===== src/rtl/gate_bist_pkg.sv =====
// +----------------------------------------------------------------------+
// | gate_bist_pkg : shared types and constants for the gate BIST block   |
// | Revision      : 1.0                                                  |
// +----------------------------------------------------------------------+
`default_nettype none

package gate_bist_pkg;

  typedef enum logic [2:0] {
    S_IDLE   = 3'd0,
    S_APPLY  = 3'd1,
    S_WAIT   = 3'd2,
    S_SAMPLE = 3'd3,
    S_FINISH = 3'd4
  } state_t;

  // Gray order so exactly one stimulus line toggles per step.
  localparam logic [1:0] VEC [0:3] = '{2'b00, 2'b01, 2'b11, 2'b10};

  localparam logic [3:0] TT_AND  = 4'b1000;
  localparam logic [3:0] TT_OR   = 4'b1110;
  localparam logic [3:0] TT_NAND = 4'b0111;
  localparam logic [3:0] TT_XOR  = 4'b0110;

  function automatic logic [1:0] vec_of(input logic [1:0] idx);
    return VEC[idx];
  endfunction

endpackage

`default_nettype wire


===== src/rtl/gate_bist_settle_cnt.sv =====
// +----------------------------------------------------------------------+
// | gate_bist_settle_cnt : loadable saturating down-counter              |
// | Revision             : 1.0                                           |
// +----------------------------------------------------------------------+
`default_nettype none

module gate_bist_settle_cnt #(
  parameter int CW = 4
) (
  input  logic          clk,
  input  logic          rst_n,
  input  logic          load_i,
  input  logic [CW-1:0] val_i,
  output logic          zero_o
);

  logic [CW-1:0] cnt_q;
  logic [CW-1:0] cnt_d;

  always_comb begin
    cnt_d = cnt_q;
    if (load_i) begin
      cnt_d = val_i;
    end else if (cnt_q != '0) begin
      cnt_d = cnt_q - 1'b1;
    end
  end

  always_ff @(posedge clk or negedge rst_n) begin
    if (!rst_n) begin
      cnt_q <= '0;
    end else begin
      cnt_q <= cnt_d;
    end
  end

  assign zero_o = (cnt_q == '0);

endmodule

`default_nettype wire


===== src/rtl/gate_bist_seq.sv =====
// +----------------------------------------------------------------------+
// | gate_bist_seq : Gray-order truth-table BIST sequencer for 2-in cells |
// | Revision      : 1.0                                                  |
// +----------------------------------------------------------------------+
`default_nettype none

module gate_bist_seq
  import gate_bist_pkg::*;
#(
  parameter int N_GATES = 4,
  parameter int SETTLE  = 2,
  parameter int CW      = 4
) (
  input  logic                   clk,
  input  logic                   rst_n,
  input  logic                   start_i,
  input  logic [4*N_GATES-1:0]   tt_i,
  input  logic [N_GATES-1:0]     y_i,
  output logic                   a_o,
  output logic                   b_o,
  output logic                   busy_o,
  output logic                   done_o,
  output logic                   pass_o,
  output logic [N_GATES-1:0]     fail_mask_o,
  output logic [1:0]             fail_vec_o
);

  state_t state_q, state_d;

  logic                      a_q, a_d;
  logic                      b_q, b_d;
  logic                      busy_q, busy_d;
  logic                      done_q, done_d;
  logic                      pass_q, pass_d;
  logic [N_GATES-1:0]        mask_q, mask_d;
  logic [1:0]                fvec_q, fvec_d;
  logic [1:0]                idx_q, idx_d;
  logic [N_GATES-1:0][3:0]   tt_q, tt_d;

  logic [1:0]                cur_vec;
  logic [N_GATES-1:0]        exp_bits;
  logic [N_GATES-1:0]        mismatch;
  logic                      cnt_load;
  logic                      cnt_zero;

  // Counter is loaded on entry to APPLY, so it holds SETTLE during APPLY
  // and reaches zero on the last WAIT cycle.
  assign cnt_load = (state_d == S_APPLY);

  gate_bist_settle_cnt #(
    .CW (CW)
  ) u_settle_cnt (
    .clk    (clk),
    .rst_n  (rst_n),
    .load_i (cnt_load),
    .val_i  (CW'(SETTLE)),
    .zero_o (cnt_zero)
  );

  always_comb begin
    cur_vec  = vec_of(idx_q);
    exp_bits = '0;
    for (int g = 0; g < N_GATES; g++) begin
      exp_bits[g] = tt_q[g][cur_vec];
    end
    mismatch = y_i ^ exp_bits;
  end

  always_ff @(posedge clk or negedge rst_n) begin
    if (!rst_n) begin
      state_q <= S_IDLE;
    end else begin
      state_q <= state_d;
    end
  end

  always_comb begin
    state_d = state_q;
    case (state_q)
      S_IDLE:   if (start_i) state_d = S_APPLY;
      S_APPLY:  state_d = (SETTLE > 0) ? S_WAIT : S_SAMPLE;
      S_WAIT:   if (cnt_zero) state_d = S_SAMPLE;
      S_SAMPLE: state_d = (idx_q == 2'd3) ? S_FINISH : S_APPLY;
      S_FINISH: state_d = S_IDLE;
      default:  state_d = S_IDLE;
    endcase
  end

  // Output registers are driven from the next state so every output is
  // valid in the same cycle as the state it belongs to.
  always_comb begin
    a_d    = a_q;
    b_d    = b_q;
    busy_d = busy_q;
    done_d = 1'b0;
    pass_d = pass_q;
    mask_d = mask_q;
    fvec_d = fvec_q;
    idx_d  = idx_q;
    tt_d   = tt_q;

    case (state_q)
      S_IDLE: begin
        if (start_i) begin
          tt_d   = tt_i;
          mask_d = '0;
          fvec_d = 2'b00;
          pass_d = 1'b0;
          idx_d  = 2'd0;
        end
      end
      S_SAMPLE: begin
        mask_d = mask_q | mismatch;
        if ((mismatch != '0) && (mask_q == '0)) begin
          fvec_d = cur_vec;
        end
        if (idx_q != 2'd3) begin
          idx_d = idx_q + 2'd1;
        end
      end
      default: ;
    endcase

    if (state_d == S_APPLY) begin
      {a_d, b_d} = vec_of(idx_d);
      busy_d     = 1'b1;
    end
    if (state_d == S_FINISH) begin
      done_d = 1'b1;
      busy_d = 1'b0;
      pass_d = (mask_d == '0);
    end
  end

  always_ff @(posedge clk or negedge rst_n) begin
    if (!rst_n) begin
      a_q    <= 1'b0;
      b_q    <= 1'b0;
      busy_q <= 1'b0;
      done_q <= 1'b0;
      pass_q <= 1'b0;
      mask_q <= '0;
      fvec_q <= 2'b00;
      idx_q  <= 2'd0;
      tt_q   <= '0;
    end else begin
      a_q    <= a_d;
      b_q    <= b_d;
      busy_q <= busy_d;
      done_q <= done_d;
      pass_q <= pass_d;
      mask_q <= mask_d;
      fvec_q <= fvec_d;
      idx_q  <= idx_d;
      tt_q   <= tt_d;
    end
  end

  assign a_o         = a_q;
  assign b_o         = b_q;
  assign busy_o      = busy_q;
  assign done_o      = done_q;
  assign pass_o      = pass_q;
  assign fail_mask_o = mask_q;
  assign fail_vec_o  = fvec_q;

endmodule

`default_nettype wire


===== config.mk =====
export PLATFORM = sky130hd
export DESIGN_NAME = gate_bist_seq
export DESIGN_NICKNAME = d
export VERILOG_FILES = /design/src/rtl/gate_bist_pkg.sv /design/src/rtl/gate_bist_settle_cnt.sv /design/src/rtl/gate_bist_seq.sv
export SDC_FILE = /design/constraint.sdc
export NUM_CORES = 1
export LEC_CHECK = 0
export BUFFER_PORTS_ARGS = -buffer_cell sky130_fd_sc_hd__buf_2
export CAP_MARGIN = 30
export CORE_AREA = 2 2 71 59
export DETAILED_ROUTE_END_ITERATION = 12
export DIE_AREA = 0 0 73 61
export PLACE_DENSITY_LB_ADDON = 0.12
export SLEW_MARGIN = 15
export SYNTH_ARGS = -nofsm -noshare
export SYNTH_HDL_FRONTEND = slang
export SYNTH_HIERARCHICAL = 1
export SYNTH_SLANG_ARGS = --single-unit

===== constraint.sdc =====
create_clock -name clk -period 2.3 [get_ports clk]
set_clock_uncertainty 0.05 [all_clocks]
set_input_delay 0.115 -clock clk [delete_from_list [all_inputs] [get_ports clk]]
set_output_delay 0.115 -clock clk [all_outputs]
set_load 0.05 [all_outputs]

-- Word-level counts from Yosys, hierarchy flattened
Cells that the tools add are included.
- latch bits: 0
- flip-flop bits (word level): 36
- bits in writable memories: 0
- memory bits (read-only): 0
- memories kept: 0
- bitwise logic cells: 4
- shift operators: 0
- multiply operators: 0
- reductions and logical operators: 15
- multiplexer cells: 34
- divide/modulo/power cells: 0
- order comparisons: 3
- add/sub/neg operators: 2
- eq/ne operators: 9
- operators by type and width (cell ; count):
    $mux W2 ; 8
    $logic_not A4 Y1 ; 3
    $mux W4 ; 3
    $pmux W3 S4 ; 1
    $mux W1 ; 10
    $reduce_bool A2 Y1 ; 5
    $mux W3 ; 3
    $bmux W1 S2 ; 4
    $bmux W2 S2 ; 2
    $pmux W2 S2 ; 2
    $pmux W4 S2 ; 1
    $reduce_bool A4 Y1 ; 2
    $eq A3 B1 Y1 const B ; 2
    $eq A3 B2 Y1 const B ; 2
    $ge A3 B3 Y1 const B ; 2
    $ne A2 B2 Y1 const B ; 3
    $not A2 Y3 ; 2
    $or A4 B4 Y4 ; 1
    $reduce_and A2 Y1 ; 2
    $sub A4 B1 Y4 const B ; 1
    $xor A4 B4 Y4 ; 1
    $eq A3 B3 Y1 const B ; 1
    $logic_not A3 Y1 ; 1
    $lt A2 B3 Y1 const B ; 1
    4 further kinds ; 4

-- Depth between registers and ports, before layout
- depth after elaboration: 11
- mapped depth: 9
- mapped depth without buffers: 8

-- Hierarchy
The synthesis kept the hierarchy.
- modules (own cells, without submodules) (module ; area an instance (sq um) ; sequential area each (sq um) ; times used ; cells each):
    gate_bist_seq ; 1531.5 ; 800.8 ; 1 ; 148
    gate_bist_settle_cnt ; 234.0 ; 100.1 ; 1 ; 22

-- Worst setup path before layout
OpenSTA, ideal clock, no wires.
- path kind: register to register
- start point: reg idx_q[1]
- end point: reg fvec_q[0] (netlist: fail_vec_o[0])
- stages on the path, launching flop included: 9
- buffers on the path: 2
- setup time: 0.079 ns
- period minus slack after synthesis: 2.404 ns
- arrival: 2.274 ns
- setup slack: -0.104 ns
- cells stage by stage: dfrtp_1 -> clkbuf_1 -> inv_1 -> ha_1 -> buf_2 -> mux4_2 -> xnor2_1 -> a41oi_1 -> mux2i_1
- cells in the longest elaborated chain, start to end: 11
- elaborated cells on any way between the ends: 19
- those cells by class: eq/ne: 1; mux: 13; bitwise: 2; reduce/logical: 3
- RTL lines (element ; RTL line ; RTL):
    start, declared ; gate_bist_seq.sv:37 ; logic [1:0] idx_q, idx_d;
    start signal, assigned ; gate_bist_seq.sv:154 ; idx_q <= idx_d;
    $not A2 Y3 (implied by the code) * ; gate_bist_pkg.sv:26 ; return VEC[idx];
    $bmux W2 S2 * ; gate_bist_pkg.sv:26 ;
    $mux W2 (implied by the code) * (2 in a row) ; gate_bist_pkg.sv:26 ;
    $bmux W1 S2 ; gate_bist_seq.sv:64 ; exp_bits[g] = tt_q[g][cur_vec];
    $mux W1 (implied by the code) ; gate_bist_seq.sv:64 ;
    $xor A4 B4 Y4 ; gate_bist_seq.sv:66 ; mismatch = y_i ^ exp_bits;
    $reduce_bool A4 Y1 ; gate_bist_seq.sv:114 ; if ((mismatch != '0) && (mask_q == '0)) begin
    $logic_and A1 B1 Y1 ; gate_bist_seq.sv:114 ;
    $ne A2 B2 Y1 (no source line) ; n/a ;
    $reduce_and A3 Y1 (no source line) ; n/a ;
    end signal, assigned ; gate_bist_seq.sv:153 ; fvec_q <= fvec_d;
    end, declared ; gate_bist_seq.sv:36 ; logic [1:0] fvec_q, fvec_d;
Every way passes the cells marked *; elsewhere a longest branch is shown, timed or not. The select of a mux whose other input is x is not followed.
A chain may end at the register's enable or synchronous reset.

-- Worst setup path after layout
- start point: reg idx_q[0]
- end point: reg fvec_q[1] (netlist: fail_vec_o[1])
Same word-level chain as after synthesis.

==> impl_metrics.env <==
export IMPL_outcome="complete, no violations"
export IMPL_holdCritPathClass="in -> reg"
export IMPL_start_util_pct=47.3
export IMPL_die_h_um=61
export IMPL_synth_seq_area_share_pct=51.0
export IMPL_wl_per_cell_um=14.1
export IMPL_place_area_um2=1990
export IMPL_clk_path_buf_depth=2
export IMPL_busiest_layer="met2"
export IMPL_clk_pin_slew_ns=0.07
export IMPL_cts_root_buf="clkbuf_8"
export IMPL_dr_pass1_iters=4
export IMPL_rsz0062_at_grt="no"
export IMPL_h_tree_depth=2
export IMPL_synth_edff_count=0
export IMPL_peakVddDrop_mv=0.603
export IMPL_netlist_area_um2=1770
export IMPL_synthAdderAreaFrac_pct=2.83
export IMPL_post_route_period_util_pct=92.8
export IMPL_synth_xor_area_share_pct=3.47
export IMPL_cts_tree="done"
export IMPL_gp_congestion=0.786
export IMPL_worst_pin_slew_ns=0.815
export IMPL_synthMuxAreaShare_pct=9.50
export IMPL_hold_viol_final=0
export IMPL_endpoint_kind="flip-flop"
export IMPL_numCtsBuffers=5
export IMPL_fill_cells=288
export IMPL_die_x_um=73
export IMPL_grt_pass1_vias=1336
export IMPL_period_needed_ns=2.14
export IMPL_yosysWarnings=6
export IMPL_synth_top_family_by_area="simple AND/OR/NAND/NOR gates"
export IMPL_grt_pass1_wl_um=6350
export IMPL_place_ws_ns=-0.0305
export IMPL_startpoint_type="flip-flop"
export IMPL_clk_latency_ns=0.29
export IMPL_antenna_found_initial=0
export IMPL_grt_max_degree=37
export IMPL_synth_compound_area_share_pct=6.24
export IMPL_area_growth_pct=30.0
export IMPL_dp_cells=246
export IMPL_synthFlopType="dfrtp_1"
export IMPL_p_leak_nw=1.14
export IMPL_final_common_cell="nand2_1"
export IMPL_num_io_pins=34
export IMPL_num_rows=20
export IMPL_grt_use_met2_pct=29.2
export IMPL_core_area_um2=3730
export IMPL_crit_chain="inv_1 -> ha_4 -> mux4_2 -> xnor2_2 -> a41oi_2 -> mux2i_1"
export IMPL_power_mw=3.17
export IMPL_numClockSinks=36
export IMPL_setup_tns_final_ns=0
export IMPL_multi_input_area_um2=826
export IMPL_wl_um=3810
export IMPL_final_util_pct=61.6
export IMPL_report_final_slew_viol_count=0
export IMPL_fin_nets=254
export IMPL_vias=1366
export IMPL_synth_simple_area_share_pct=21.9
export IMPL_drive_gt1_share_pct=29.1
export IMPL_gr_total_overflow=0
export IMPL_timing_final_ws_setup_ns=0.165
export IMPL_final_cell_mix="60 x nand2_1, 36 x dfrtp_1, 33 x buf_2, 17 x dlygate4sd3_1, 8 x buf_4"
export IMPL_power_density_nw_per_um2=1380
export IMPL_drtIter0Drc=99
export IMPL_worstPathMaxFanout=5
export IMPL_async_flop_share_pct=100
export IMPL_fin_cells=271
export IMPL_grt_use_met1_pct=27.3
export IMPL_io_buffers=33
export IMPL_max_cap_violations=0
export IMPL_hold_slack_ns=0.133
export IMPL_slew_headroom_pct=45.7
export IMPL_hpwl_um=2630
export IMPL_grtUsageMet3_pct=4.82
export IMPL_fmax_mhz=468
export IMPL_antenna_diode_count=0
export IMPL_critPathSlowestCell="mux4_2"
export IMPL_synthCells=170
export IMPL_drc=0
export IMPL_ant_nets=0
export IMPL_seq_area_um2=901
export IMPL_critPathKind="reg -> reg"
export IMPL_yosysUniqueCellTypes=41
export IMPL_grtUsageTotal_pct=19.3
export IMPL_max_stage_delay_ns=0.54
export IMPL_syn_avg_cell_area_um2=10.4
export IMPL_setup_viol=0
export IMPL_final_area_um2=2300
export IMPL_dieArea_um2=4450
export IMPL_worstPathRequired_ns=2.46
export IMPL_viasPerCell=5.04
export IMPL_critPathArrivalTime_ns=2.30
export IMPL_synth_seq_cells=36
## power by group
group / leakage, nW / switching [mW] / internal [mW] / total (mW)
Sequential: 0.451 / 0.201 / 0.904 / 1.10
Clock: 0.0503 / 0.215 / 0.267 / 0.482
Combinational: 0.641 / 0.867 / 0.716 / 1.58
## worst paths after layout
check | from | endpoint | slack (ns) | depth (start not counted)
worst max-delay path | idx_q[0]$_DFF_PN0_ | fail_vec_o[1]$_DFFE_PN0P_ | 0.16 | 6
min in group asynchronous | rst_n | done_o$_DFF_PN0_ | 0.41 | 2
worst min-delay path | y_i[1] | fail_mask_o[1]$_DFF_PN0_ | 0.13 | 3
worst min register to register | busy_o$_DFFE_PN0P_ | busy_o$_DFFE_PN0P_ | 0.42 | 1
max in group asynchronous | rst_n | idx_q[1]$_DFF_PN0_ | 1.28 | 2
worst max register to register | idx_q[0]$_DFF_PN0_ | fail_vec_o[1]$_DFFE_PN0P_ | 0.16 | 6
## critical path, delay by kind of cell, from the launching register on
kind / cells / cell delay, ns
xor+xnor: 1 / 0.16
flops: 1 / 0.40
compound gates: 1 / 0.27
fa+ha+maj: 1 / 0.31
mux: 2 / 0.76
buf+inv: 1 / 0.10
## cells by family after synthesis
| logic type | count (synthesis) |
|---|---|
| and+or+nand+nor | 79 |
| AOI/OAI and AO/OA | 15 |
| muxes | 11 |
| buffers and inverters | 16 |
| DFF | 36 |
| xor gates and xnor gates | 7 |
| other | 2 |
| adders and majority gates | 4 |
## synth_stat cells, drive strengths merged, types with 2 or more instances
master	number	area share, %
nand2	60	13
dfrtp	36	51
inv	6	1.3
o21ai	6	1.7
xnor2	6	3.0
buf	5	2.3
clkbuf	5	1.1
ha	4	2.8
mux2i	4	2.3
mux4	4	5.1
mux2	3	2.1
nor3b	3	1.9
a31o	2	1.5
conb	2	0.43
nor2	2	0.43
nor3	2	0.57
nor4	2	1.1
nor4bb	2	1.1
## sequential cells by signal, summed over array words and instances, names as in the netlist
| name | flops |
|---|---|
| fail_vec_o | 2 |
| tt_q | 16 |
| fail_mask_o | 4 |
| idx_q | 2 |
| state_q | 3 |
| u_settle_cnt/cnt_q | 4 |
| a_o | 1 |
| done_o | 1 |
| b_o | 1 |
| busy_o | 1 |
| pass_o | 1 |
## per-layer routing
layer  part of all wire (%)  vias up
met4                    1.3        0
li1                       -      677
met1                     49      639
met5                      0        -
met3                    4.9        7
met2                     45       43
## final cells by class
class,count,area share [%]
Multi-Input combinational cell,120,36.0
Timing Repair Buffer,58,17.2
Clock buffer,7,4.20
Tap cell,44,2.40
Sequential cell,36,39.2
Inverter,6,0.981
## what timing repair did
item	CTS	global route
pin swaps	0	0
hold buffers	17	0
gates resized for setup	2	3
setup buffers	0	1
endpoints found under the hold margin	52	0
endpoints found under the setup margin	2	3
No activity file was read; power rests on OpenSTA's default activity.
